### src/rtl/rhd_pkg.sv
// rtl/rhd_pkg.sv - shared constants, packet sizing and FSM state type for the frame packer
package rhd_pkg;

    localparam int         N_STREAMS = 32;
    localparam logic [7:0] MAGIC     = 8'hA5;

    typedef enum logic [1:0] {
        IDLE = 2'd0,
        HDR  = 2'd1,
        DATA = 2'd2
    } state_t;

    // One header word plus one word per pair of 16-bit streams.
    function automatic int WORDS_PER_PKT(input int n_streams);
        return n_streams / 2 + 1;
    endfunction

endpackage

### src/rtl/rhd_frame_buf.sv
// rtl/rhd_frame_buf.sv - two-slot ping-pong buffer holding captured sample events
module rhd_frame_buf #(
    parameter int N_STREAMS = rhd_pkg::N_STREAMS
) (
    input  logic                     clk,
    input  logic                     rst,
    input  logic                     push,
    input  logic [7:0]               push_channel,
    input  logic [16*N_STREAMS-1:0]  push_data,
    input  logic                     pop,
    output logic [1:0]               count,
    output logic                     full,
    output logic [7:0]               rd_channel,
    output logic [16*N_STREAMS-1:0]  rd_data,
    output logic [7:0]               nxt_channel
);

    localparam int DW = 16 * N_STREAMS;

    logic [7:0]    chan_q [2];
    logic [DW-1:0] data_q [2];
    logic          wr_ptr;
    logic          rd_ptr;
    logic          push_ok;
    logic          pop_ok;

    // A push while full or a pop while empty is ignored, so the pointers can never cross.
    assign push_ok = push && (count != 2'd2);
    assign pop_ok  = pop && (count != 2'd0);

    // Capture into the write slot, advance pointers and track occupancy.
    always_ff @(posedge clk) begin
        if (rst) begin
            wr_ptr <= 1'b0;
            rd_ptr <= 1'b0;
            count  <= 2'd0;
        end else begin
            if (push_ok) begin
                chan_q[wr_ptr] <= push_channel;
                data_q[wr_ptr] <= push_data;
                wr_ptr         <= ~wr_ptr;
            end
            if (pop_ok) begin
                rd_ptr <= ~rd_ptr;
            end
            case ({push_ok, pop_ok})
                2'b10:   count <= count + 2'd1;
                2'b01:   count <= count - 2'd1;
                default: count <= count;
            endcase
        end
    end

    assign full        = (count == 2'd2);
    assign rd_channel  = chan_q[rd_ptr];
    assign rd_data     = data_q[rd_ptr];
    // The slot behind the read slot; used to preload the next header back-to-back.
    assign nxt_channel = chan_q[~rd_ptr];

endmodule

### src/rtl/rhd_frame_packer.sv
// rtl/rhd_frame_packer.sv - frames buffered sample events into header + data stream packets
module rhd_frame_packer #(
    parameter int         N_STREAMS = rhd_pkg::N_STREAMS,
    parameter logic [7:0] MAGIC     = rhd_pkg::MAGIC
) (
    input  logic                     clk,
    input  logic                     rst,
    input  logic                     sample_valid,
    input  logic [7:0]               sample_channel,
    input  logic [16*N_STREAMS-1:0]  sample_data,
    input  logic                     clear,
    output logic [31:0]              m_tdata,
    output logic                     m_tvalid,
    input  logic                     m_tready,
    output logic                     m_tlast,
    output logic                     overflow,
    output logic [7:0]               drop_cnt
);

    localparam int WPP = rhd_pkg::WORDS_PER_PKT(N_STREAMS);
    localparam int NDW = WPP - 1;
    localparam int IW  = (NDW > 1) ? $clog2(NDW) : 1;

    rhd_pkg::state_t state, state_nxt;

    logic [IW-1:0]           idx, idx_nxt;
    logic [7:0]              seq, seq_nxt;
    logic [31:0]             tdata_nxt;
    logic                    tvalid_nxt;
    logic                    tlast_nxt;
    logic                    hs;
    logic                    last_hs;
    logic                    push;
    logic                    drop;
    logic [1:0]              count;
    logic                    full;
    logic [7:0]              rd_channel;
    logic [16*N_STREAMS-1:0] rd_data;
    logic [7:0]              nxt_channel;

    assign hs      = m_tvalid && m_tready;
    assign last_hs = hs && (state == rhd_pkg::DATA) && m_tlast;
    // Fullness is judged before this cycle's free, so a slot being released is not reusable yet.
    assign push    = sample_valid && !full;
    assign drop    = sample_valid && full;

    rhd_frame_buf #(
        .N_STREAMS (N_STREAMS)
    ) u_buf (
        .clk          (clk),
        .rst          (rst),
        .push         (push),
        .push_channel (sample_channel),
        .push_data    (sample_data),
        .pop          (last_hs),
        .count        (count),
        .full         (full),
        .rd_channel   (rd_channel),
        .rd_data      (rd_data),
        .nxt_channel  (nxt_channel)
    );

    // State, registered stream outputs and packet sequence number.
    always_ff @(posedge clk) begin
        if (rst) begin
            state    <= rhd_pkg::IDLE;
            idx      <= '0;
            seq      <= 8'd0;
            m_tdata  <= 32'd0;
            m_tvalid <= 1'b0;
            m_tlast  <= 1'b0;
        end else begin
            state    <= state_nxt;
            idx      <= idx_nxt;
            seq      <= seq_nxt;
            m_tdata  <= tdata_nxt;
            m_tvalid <= tvalid_nxt;
            m_tlast  <= tlast_nxt;
        end
    end

    // Next state: start when a slot is full, chain straight into the next packet if one waits.
    always_comb begin
        state_nxt = state;
        case (state)
            rhd_pkg::IDLE: if (count != 2'd0) state_nxt = rhd_pkg::HDR;
            rhd_pkg::HDR:  if (hs) state_nxt = rhd_pkg::DATA;
            rhd_pkg::DATA: if (last_hs) state_nxt = (count == 2'd2) ? rhd_pkg::HDR : rhd_pkg::IDLE;
            default:       state_nxt = rhd_pkg::IDLE;
        endcase
    end

    // Output word mux: outputs only change when idle-loading or on a handshake, keeping them stable under stall.
    always_comb begin
        idx_nxt    = idx;
        seq_nxt    = seq;
        tdata_nxt  = m_tdata;
        tvalid_nxt = m_tvalid;
        tlast_nxt  = m_tlast;
        case (state)
            rhd_pkg::IDLE: begin
                if (count != 2'd0) begin
                    tdata_nxt  = {MAGIC, seq, drop_cnt, rd_channel};
                    tvalid_nxt = 1'b1;
                    tlast_nxt  = 1'b0;
                end
            end
            rhd_pkg::HDR: begin
                if (hs) begin
                    idx_nxt   = '0;
                    tdata_nxt = rd_data[31:0];
                    tlast_nxt = (NDW == 1);
                end
            end
            rhd_pkg::DATA: begin
                if (hs) begin
                    if (m_tlast) begin
                        seq_nxt = seq + 8'd1;
                        if (count == 2'd2) begin
                            tdata_nxt = {MAGIC, seq + 8'd1, drop_cnt, nxt_channel};
                            tlast_nxt = 1'b0;
                        end else begin
                            tdata_nxt  = 32'd0;
                            tvalid_nxt = 1'b0;
                            tlast_nxt  = 1'b0;
                        end
                    end else begin
                        idx_nxt   = idx + 1'b1;
                        tdata_nxt = rd_data[{idx_nxt, 5'd0} +: 32];
                        tlast_nxt = (idx_nxt == IW'(NDW - 1));
                    end
                end
            end
            default: begin
                tvalid_nxt = 1'b0;
                tlast_nxt  = 1'b0;
            end
        endcase
    end

    // Overrun bookkeeping: a drop in the same cycle as clear restarts the count at one.
    always_ff @(posedge clk) begin
        if (rst) begin
            overflow <= 1'b0;
            drop_cnt <= 8'd0;
        end else if (drop) begin
            overflow <= 1'b1;
            if (clear) begin
                drop_cnt <= 8'd1;
            end else if (drop_cnt != 8'hFF) begin
                drop_cnt <= drop_cnt + 8'd1;
            end
        end else if (clear) begin
            overflow <= 1'b0;
            drop_cnt <= 8'd0;
        end
    end

endmodule

### config.mk
export PLATFORM = sky130hd
export DESIGN_NAME = rhd_frame_packer
export DESIGN_NICKNAME = d
export VERILOG_FILES = /design/src/rtl/rhd_pkg.sv /design/src/rtl/rhd_frame_buf.sv /design/src/rtl/rhd_frame_packer.sv
export SDC_FILE = /design/constraint.sdc
export NUM_CORES = 1
export LEC_CHECK = 0
export CORE_MARGIN = 4
export CORE_UTILIZATION = 40
export DETAILED_ROUTE_END_ITERATION = 7
export PLACE_DENSITY = 0.62
export SLEW_MARGIN = 20
export SYNTH_ARGS = -nofsm -noshare
export SYNTH_HDL_FRONTEND = slang
export SYNTH_HIERARCHICAL = 1
export SYNTH_SLANG_ARGS = --single-unit
### constraint.sdc
create_clock -name clk -period 43.3 [get_ports clk]
set_input_delay 6.495 -clock clk [delete_from_list [all_inputs] [get_ports clk]]
set_output_delay 6.495 -clock clk [all_outputs]
set_load 0.05 [all_outputs]
* Word-level counts from Yosys, hierarchy flattened
Memory sizes are Yosys's and may differ from the RTL's. A register that Yosys moved wholly into a read port is not among the register bits. Index checks and enable logic that the tools add are counted.
Operators by class: bitwise logic cells 3, equality and inequality tests 15, add/subtract/negate cells 5, reduce and logical (&&, ||, !) cells 22, multiplexer cells 39, shifts and indexed selects 1
Operators with widths (number):
- $shiftx 512x10->32 | 1
- $mux 32 | 5
- $pmux 32 s3 | 1
- $mux 8 | 4
- $mux 1 | 18
- $add 8x1->8 const B | 2
- $ne 2x2->1 const B | 7
- $mux 4 | 3
- $reduce_bool 2->1 | 5
- $reduce_and 3->1 | 3
- $ne 8x8->1 const B | 1
- $pmux 4 s2 | 1
- $reduce_and 4->1 | 2
- $logic_and 1x1->1 | 7
- $eq 2x2->1 const B | 3
- $mux 2 | 3
- $pmux 1 s3 | 2
- $pmux 2 s3 | 1
- $reduce_and 5->1 | 1
- $add 4x1->4 const B | 1
- $eq 2x1->1 const B | 2
- $eq 4x4->1 const B | 1
- $pmux 2 s2 | 1
- $not 1->1 | 3
- other kinds (7) | 7
Storage, ports and cells: memories 2, RAM bits 1040, register bits after elaboration 61, input port bits 525, logic and storage cells 98, output and inout port bits 43
Memories:
- u_buf.data_q | words 2, bits a word 512, rd ports 1, clocked after memory_dff 1, write ports 1, RTL line rhd_frame_buf.sv:21 | logic [DW-1:0] data_q [2];
- u_buf.chan_q | words 2, bits a word 8, rd ports 2, clocked after memory_dff 1, write ports 1, RTL line rhd_frame_buf.sv:20 | logic [7:0] chan_q [2];

* Logic depth before layout (Yosys ltp)
Gate-level depths: netlist of run 1.
depth in word-level cells 7, gate-level depth with buffers 13, mapped depth without buffers 9

* Cells and area by module
The synthesis of run 1 kept the hierarchy.
By module, submodules not included:
- rhd_frame_buf | times used 1, seq. area each 31330.0 um^2, cells each 1651, area each 38034.0 um^2
- rhd_frame_packer | times used 1, seq. area each 1141.1 um^2, cells each 663, area each 7154.4 um^2

* Worst setup path before layout of run 1
No wires, ideal clock.
path type input -> register, start point in sample_valid, end point mem u_buf.chan_q[1][0], enable pin, path buffers 0, stages on the path 3, setup slack -2941 ps, arrival 44083 ps, data required time 41142 ps, setup time 2158 ps, cells stage by stage nor2b_1 nand2b_1 nor3b_1
On the way: word-level cells in the longest chain between the ends 5
RTL lines:
- start, declared | RTL line rhd_frame_packer.sv:8 | input logic sample_valid,
- $logic_and 1x1->1 | RTL line rhd_frame_packer.sv:44 | assign push = sample_valid && !full;
- $logic_and 1x1->1 | RTL line rhd_frame_buf.sv:28 | assign push_ok = push && (count != 2'd2);
- $mux 1 | RTL line rhd_frame_buf.sv:38 | if (push_ok) begin
- $mux 1 | RTL line rhd_frame_buf.sv:33 | if (rst) begin
- $mux 1 (implied by the code) | RTL line rhd_frame_buf.sv:39 | chan_q[wr_ptr] <= push_channel;
- end, declared | RTL line rhd_frame_buf.sv:20
No other way between the ends.

* Worst setup path after layout of run 1
start point in sample_valid, end point mem u_buf/data_q[1][433] (netlist name), enable pin
On the way: word-level cells in the longest chain between the ends 5
RTL lines:
- $logic_and 1x1->1 | RTL line rhd_frame_packer.sv:44
- net push | RTL line rhd_frame_packer.sv:33 | logic push;
- $logic_and 1x1->1 | RTL line rhd_frame_buf.sv:28
- $mux 1 | RTL line rhd_frame_buf.sv:38
- $mux 1 | RTL line rhd_frame_buf.sv:33
- $mux 1 (implied by the code) | RTL line rhd_frame_buf.sv:40 | data_q[wr_ptr] <= push_data;
- end, declared | RTL line rhd_frame_buf.sv:21
The timed path passes the listed nets, and every way through them passes these cells.

==> results of run 1 <==
==> final timing paths <==
| path | startpoint | endpoint | slack, ns | depth (start not counted) |
|---|---|---|---|---|
| min | m_tdata[21] | m_tdata[21] | 0.45 | 2 |
| max | sample_valid | u_buf/data_q[1][433] | 31.99 | 8 |
| min reg2reg | m_tdata[21] | m_tdata[21] | 0.45 | 2 |
| max reg2reg | u_buf/count[0] | u_buf/data_q[1][433] | 37.61 | 8 |
==> power by group <==
part	total (uW)	switching (uW)	internal (uW)
Clock	953	402	551
Sequential	1250	17.6	1230
Combinational	286	168	118
Total	2490	588	1900
==> per-stage QoR <==
stage	utilization	total power [uW]
finish	0.4974	2491
global route	0.4971	2589
CTS	0.4965	2522
detailed placement	0.4638	1563
global placement	0.4638	1553
floorplan	-	1458
==> area by class of cell <==
type | instances | area (um2)
Clock buffer | 150 | 3132
Sequential cell | 1102 | 32480
Inverter | 7 | 26.28
Tap cell | 1500 | 1877
Fill cell | 9211 | 56470
Clock inverter | 61 | 541.8
Antenna cell | 19 | 47.55
Timing Repair Buffer | 593 | 5958
Multi-Input combinational cell | 1078 | 11820
==> cell families after synthesis <==
kind of cell	share of synthesized area
flip-flops	0.7186
multiplexers	0.2117
AND/OR/NAND/NOR	0.02066
AO/OA/AOI/OAI	0.02082
buffers and inverters	0.02215
XOR/XNOR	0.003655
adder cells (fa/ha/maj)	0.002492
==> flip-flops by register name (all words and copies together), names as in the netlist, named ones only <==
name,flops
drop_cnt,8
idx,4
m_tdata,32
m_tlast,1
m_tvalid,1
overflow,1
seq,8
state,2
u_buf/chan_q,16
u_buf/count,2
u_buf/data_q,1024
u_buf/rd_ptr,1
u_buf/wr_ptr,1
==> cell usage in the layout, fill, tap and decap left out, drive strengths merged, types with 11 or more instances in the layout <==
cell           Yosys  layout
mux2i             15      15
a221oi            37      37
a21oi             19      19
a22oi             11      11
nor3              27      27
buf               95      27
nor2              37      37
o21ai             37      37
inv                7      11
nand3             14      14
mux2             572     572
clkbuf            32     150
nand2             68      68
diode              0      19
clkdlybuf4s50      0     566
clkinv             0      45
dfxtp             62      62
edfxtp          1040    1040
mux4             132     132
==> worst max-delay path: cells and delay by family <==
family | cells | cell delay [ns]
buf+inv | 5 | 4.07
simple gates | 3 | 0.73
==> routing by layer <==
layer,vias up,track usage
met5,-,0
met4,24,0.05191
met3,167,0.05067
met2,663,0.3360
met1,12200,0.2394
li1,10590,-
==> metrics.csv, run 1 <==
metric,value,unit
synth_top_cells_by_area,"edfxtp_1 (69%), mux2_2 (14%), mux4_2 (6.6%), dfxtp_1 (2.7%), buf_6 (1.4%)",
worstSkewPairLatency,0.69,ns
max-cap-violations,0,
final_critical_path_setup_slack,31.99,ns
syn-mean-instance-area,19.53,um2
non_filler_instance_count_after_layout,4510,
timing.final.hold_violations,0,
tritoncts,yes,
synth_edf_count,1040,
synthArstFlopShare,0,
grt.total_usage,0.1931,
first_global_vias,25170,
syn-instance-count,2314,
place.port_buffers,567,
floorplan_die_height,344.1,um
final_antenna_net_count,0,
globalRouteOverflowTotal,0,
synth_top_area_share,0.6911,
p_leak,0.01768,uW
numCtsBuffers,116,
number_of_h_tree_levels,3,
hold-worst-slack,0.4523,ns
post_synth_most_frequent_cells,"edfxtp_1 (1040), mux2_2 (561), mux4_2 (132)",
finalSetupTns,0,ns
critical_path_class,primary input to flip-flop,
post_route_skew,0.02315,ns
worstPathMaxFanout,75,
post_synth_instance_area,0.04519,mm2
clkSinkCount,1102,
max_clock_freq,88.40,MHz
pre_cts_slack,31.38,ns
clk_path_buf_depth,3,
timing.final.crit_period,11.31,ns
dr_wl_met3,8.190,mm
worst_path_most_repeated_cell,buf_4,
crit_end_element,flip-flop,
drt-total-wl,117.1,mm
clock_transition_at_the_register_clock_pins_on_the_worst_setup_and_hold_paths_after_cts,0.06,ns
area.growth.synth_to_final,23.66,%
postSynth.topFlopCell,edfxtp_1,
total_nets_final,3432,
data_required_time_of_the_worst_path,43.60,ns
grt_pass1_wl,167.0,mm
ys_seq_elements,1102,
vias_per_cell,5.243,
post-dp-hpwl,79.15,mm
synthDistinctLibCells,53,
grt_antenna_before_repair,34,
maxUsedRoutingLayer,met5,
final_max_slew_viol_count,0,
setup_repair_after_global_routing_missed_its_margin,false,
place.gp.congestion,0.8000,
synth_top_area_cell,edfxtp_1,
die_w,344.1,um
hp-class,flip-flop to flip-flop,
run_status,completed,
crit_arrival,11.61,ns
floorplan.io_pins,568,
resized_after_cts,0,
route.met2.wl,60.05,mm
drt-met1-wl,46.36,mm
placed_cell_area,0.05211,mm2
hold_buf_count_cts,0,
cts_post_setup_buffers_inserted,0,
fin_area,0.05588,mm2
worst_slew_pin_slew,1.125,ns
initial_utilization,0.4022,
core_area,0.1123,mm2
drc,0,
wire_per_inst,25.97,um
critical-path-slowest-cell,buf_4,
dp_cells,4279,
final.period_utilization,0.2613,
yosys.cell_count.top_type,edfxtp_1,
setup-violations-final,0,
seq_area_frac_synth,0.7186,
pin_count_of_the_biggest_net_entering_global_routing,166,
cellPowerDensity,44.58,mW/mm2
clockRootBuffer,clkbuf_16,
mapped_nets,2848,
drive_gt1_frac,0.3016,
irDropWorstVdd,0.03252,mV
yosysWarnings,6,
detailroute.via_count,23650,
drt-pass1-iter-count,5,
die_outline_area,0.1184,mm2
timing.max_slew.rel_slack,0.2499,
cp_peak_stage_delay,0.93,ns
row_count,123,
worstPathCellList,clkdlybuf4s50_1 > nor2b_1 > nand2b_1 > nor3b_4 > buf_4 > buf_4 > buf_4 > buf_4,
critPathLaunchType,primary input,
drtIter0Drc,1863,
Power figures use the tool's default switching activity.
==> run 2, diff against run 1 <==
PLACE_DENSITY = 0.6   (was 0.62)
clock period = 11.26 ns   (was 43.3 ns; I/O delays follow)
==> run 2 against run 1 <==
  * Critical path depth down 1
  * Cell count rose by 0.33%
  * Utilization is 0.089 points higher
  * Hold slack about the same
  * Flip-flop and latch count is the same
  * Total power grew to 3.9 times the previous value
  * Clock skew up 0.016 ns
  * Setup slack worse by 25 ns
  * Routed wire length up 0.32%
  * Final area up 0.18%
  * Register-to-register slack got worse by 31 ns
  * Clock power grew to 3.9 times the previous value
  * Highest routed layer unchanged
==> metrics.csv, run 2 (synthesis gave the netlist of run 1 again) <==
metric,value,unit,change
drive_gt1_frac,0.3042,,+0.002631
initial_utilization,0.4022,,unchanged
worst_slew_pin_slew,1.291,ns,+0.1656 ns
globalRouteOverflowTotal,0,,unchanged
crit_arrival,5.17,ns,-6.44 ns
cts_post_setup_buffers_inserted,0,,unchanged
number_of_h_tree_levels,3,,unchanged
data_required_time_of_the_worst_path,11.82,ns,-31.78 ns
worstPathCellList,buf_4 > buf_4 > mux2_2 > mux4_2 > mux4_2 > a221oi_1 > nor3_1,,
grt_pass1_wl,166.0,mm,-0.57%
first_global_vias,25070,,-0.39%
core_area,0.1123,mm2,unchanged
max_clock_freq,217.1,MHz,
n_fill_cell,9244,,+0.36%
total_nets_final,3435,,+0.087%
place.gp.congestion,0.7942,,-0.73%
post-dp-hpwl,78.93,mm,-0.28%
timing.max_slew.rel_slack,0.1395,,-0.1104
largest_register_ff_count,1024,,unchanged
drt-total-wl,117.5,mm,+0.32%
register_area,0.03248,mm2,unchanged
power,9635,uW,+290%
clock_transition_at_the_register_clock_pins_on_the_worst_setup_and_hold_paths_after_cts,0.06,ns,about the same
grt.total_usage,0.1931,,about the same
pin_count_of_the_biggest_net_entering_global_routing,184,,+11%
placed_cell_area,0.05214,mm2,about the same
detailroute.via_count,23460,,-0.80%
worstSkewPairLatency,0.70,ns,about the same
cp_peak_stage_delay,0.94,ns,about the same
critical-path-slowest-cell,buf_4,,
cp_top_family,buffers and inverters,,
drtIter0Drc,1787,,-4.1%
most_frequent_cells_in_the_layout,"edfxtp_1 (1040), clkdlybuf4s50_1 (566), mux2_2 (561)",,
drt-pass1-iter-count,5,,unchanged
hold_buf_count_cts,0,,unchanged
clockRootBuffer,clkbuf_16,,
postLayoutCoreUtil,0.4983,,+0.0008910
final_antenna_net_count,0,,unchanged
irDropWorstVdd,0.1186,mV,+260%
place.port_buffers,567,,unchanged
clk_path_buf_depth,3,,unchanged
vias_per_cell,5.183,,-1.1%
layout_commonest_cell,edfxtp_1,,
worstPathMaxFanout,82,,+9.3%
final.period_utilization,0.4091,,
die_outline_area,0.1184,mm2,unchanged
critPathLaunchType,flip-flop,,
critical_path_class,flip-flop to flip-flop,,
wire_per_inst,25.97,um,about the same
drc,0,,unchanged
floorplan.io_pins,568,,unchanged
resized_after_cts,0,,unchanged
timing.final.hold_violations,0,,unchanged
largestRegisters,"u_buf/data_q x1024, m_tdata x32, u_buf/chan_q x16",,
multi_input_area,0.01183,mm2,about the same
final_critical_path_setup_slack,6.653,ns,-25.33 ns
max-cap-violations,0,,unchanged
hp-class,flip-flop to flip-flop,,
final_max_slew_viol_count,0,,unchanged
fin_area,0.05598,mm2,+0.18%
die_w,344.1,um,unchanged
row_count,123,,unchanged
grt_antenna_before_repair,30,,-12%
tritoncts,yes,,
setup-violations-final,0,,unchanged
cellPowerDensity,172.1,mW/mm2,+290%
crit_end_element,flip-flop,,
setup_repair_after_global_routing_missed_its_margin,false,,
numCtsBuffers,117,,+0.86%
area.growth.synth_to_final,23.88,%,
run_status,completed,,
floorplan_die_height,344.1,um,unchanged
timing.final.crit_period,4.607,ns,
cp.buffers_inverters,2,,-3
clkSinkCount,1102,,unchanged
p_leak,0.01770,uW,+0.12%
post_route_skew,0.03934,ns,+0.01619 ns
pre_cts_slack,6.066,ns,-25.31 ns
registers.top_by_ff_count,u_buf/data_q,,
## run 2: metal layers
| layer | wire [um] | vias up | global-route usage | part of all wire |
|---|---|---|---|---|
| met1 | 45500 | 11990 | 0.2347 | 0.39 |
| li1 | - | 10580 | - | - |
| met5 | 144 | - | 0 | 0.0012 |
| met3 | 8667 | 182 | 0.05276 | 0.074 |
| met4 | 2694 | 20 | 0.05646 | 0.023 |
| met2 | 60490 | 684 | 0.3375 | 0.51 |
## run 2: path summary, 6_finish.rpt
check,depth (start not counted),slack [ns],end,start
worst min register to register,2,0.45,m_tdata[21],m_tdata[21]
worst max register to register,7,6.65,m_tdata[24],flip-flop
worst max-delay path,7,6.65,m_tdata[24],flip-flop
worst min-delay path,2,0.45,m_tdata[21],m_tdata[21]
## run 2: area by class of cell
cell class	instances	area share
diodes	27	0.001207
multi-input cells	1078	0.2113
well taps	1500	0.03353
repair buffers	595	0.1070
clock inverters	74	0.01118
inverters	7	0.0004694
flip-flops and latches	1102	0.5802
clock buffers	142	0.05512
## run 2: metrics by stage
stage	setup TNS (ns)	instances	hold WS, ns
final	0	4525	0.4525
after global routing	0	4509	0.4763
after CTS	0	4496	0.4574
after detailed placement	0	4280	0.4476
after global placement	0	4280	0.4459
after floorplan	-3945.55	2314	0.4634
## run 2: worst min-delay path, cell delays in order, from the launching register on
cell and delay (ns):
dfxtp_1 0.31, nand2_1 0.05, o21ai_1 0.05
## run 2: report_power, final
| group | switching (uW) | internal [uW] |
|---|---|---|
| clock network | 1560 | 2150 |
| registers | 69.2 | 4750 |
| logic | 659 | 455 |
| total | 2290 | 7350 |
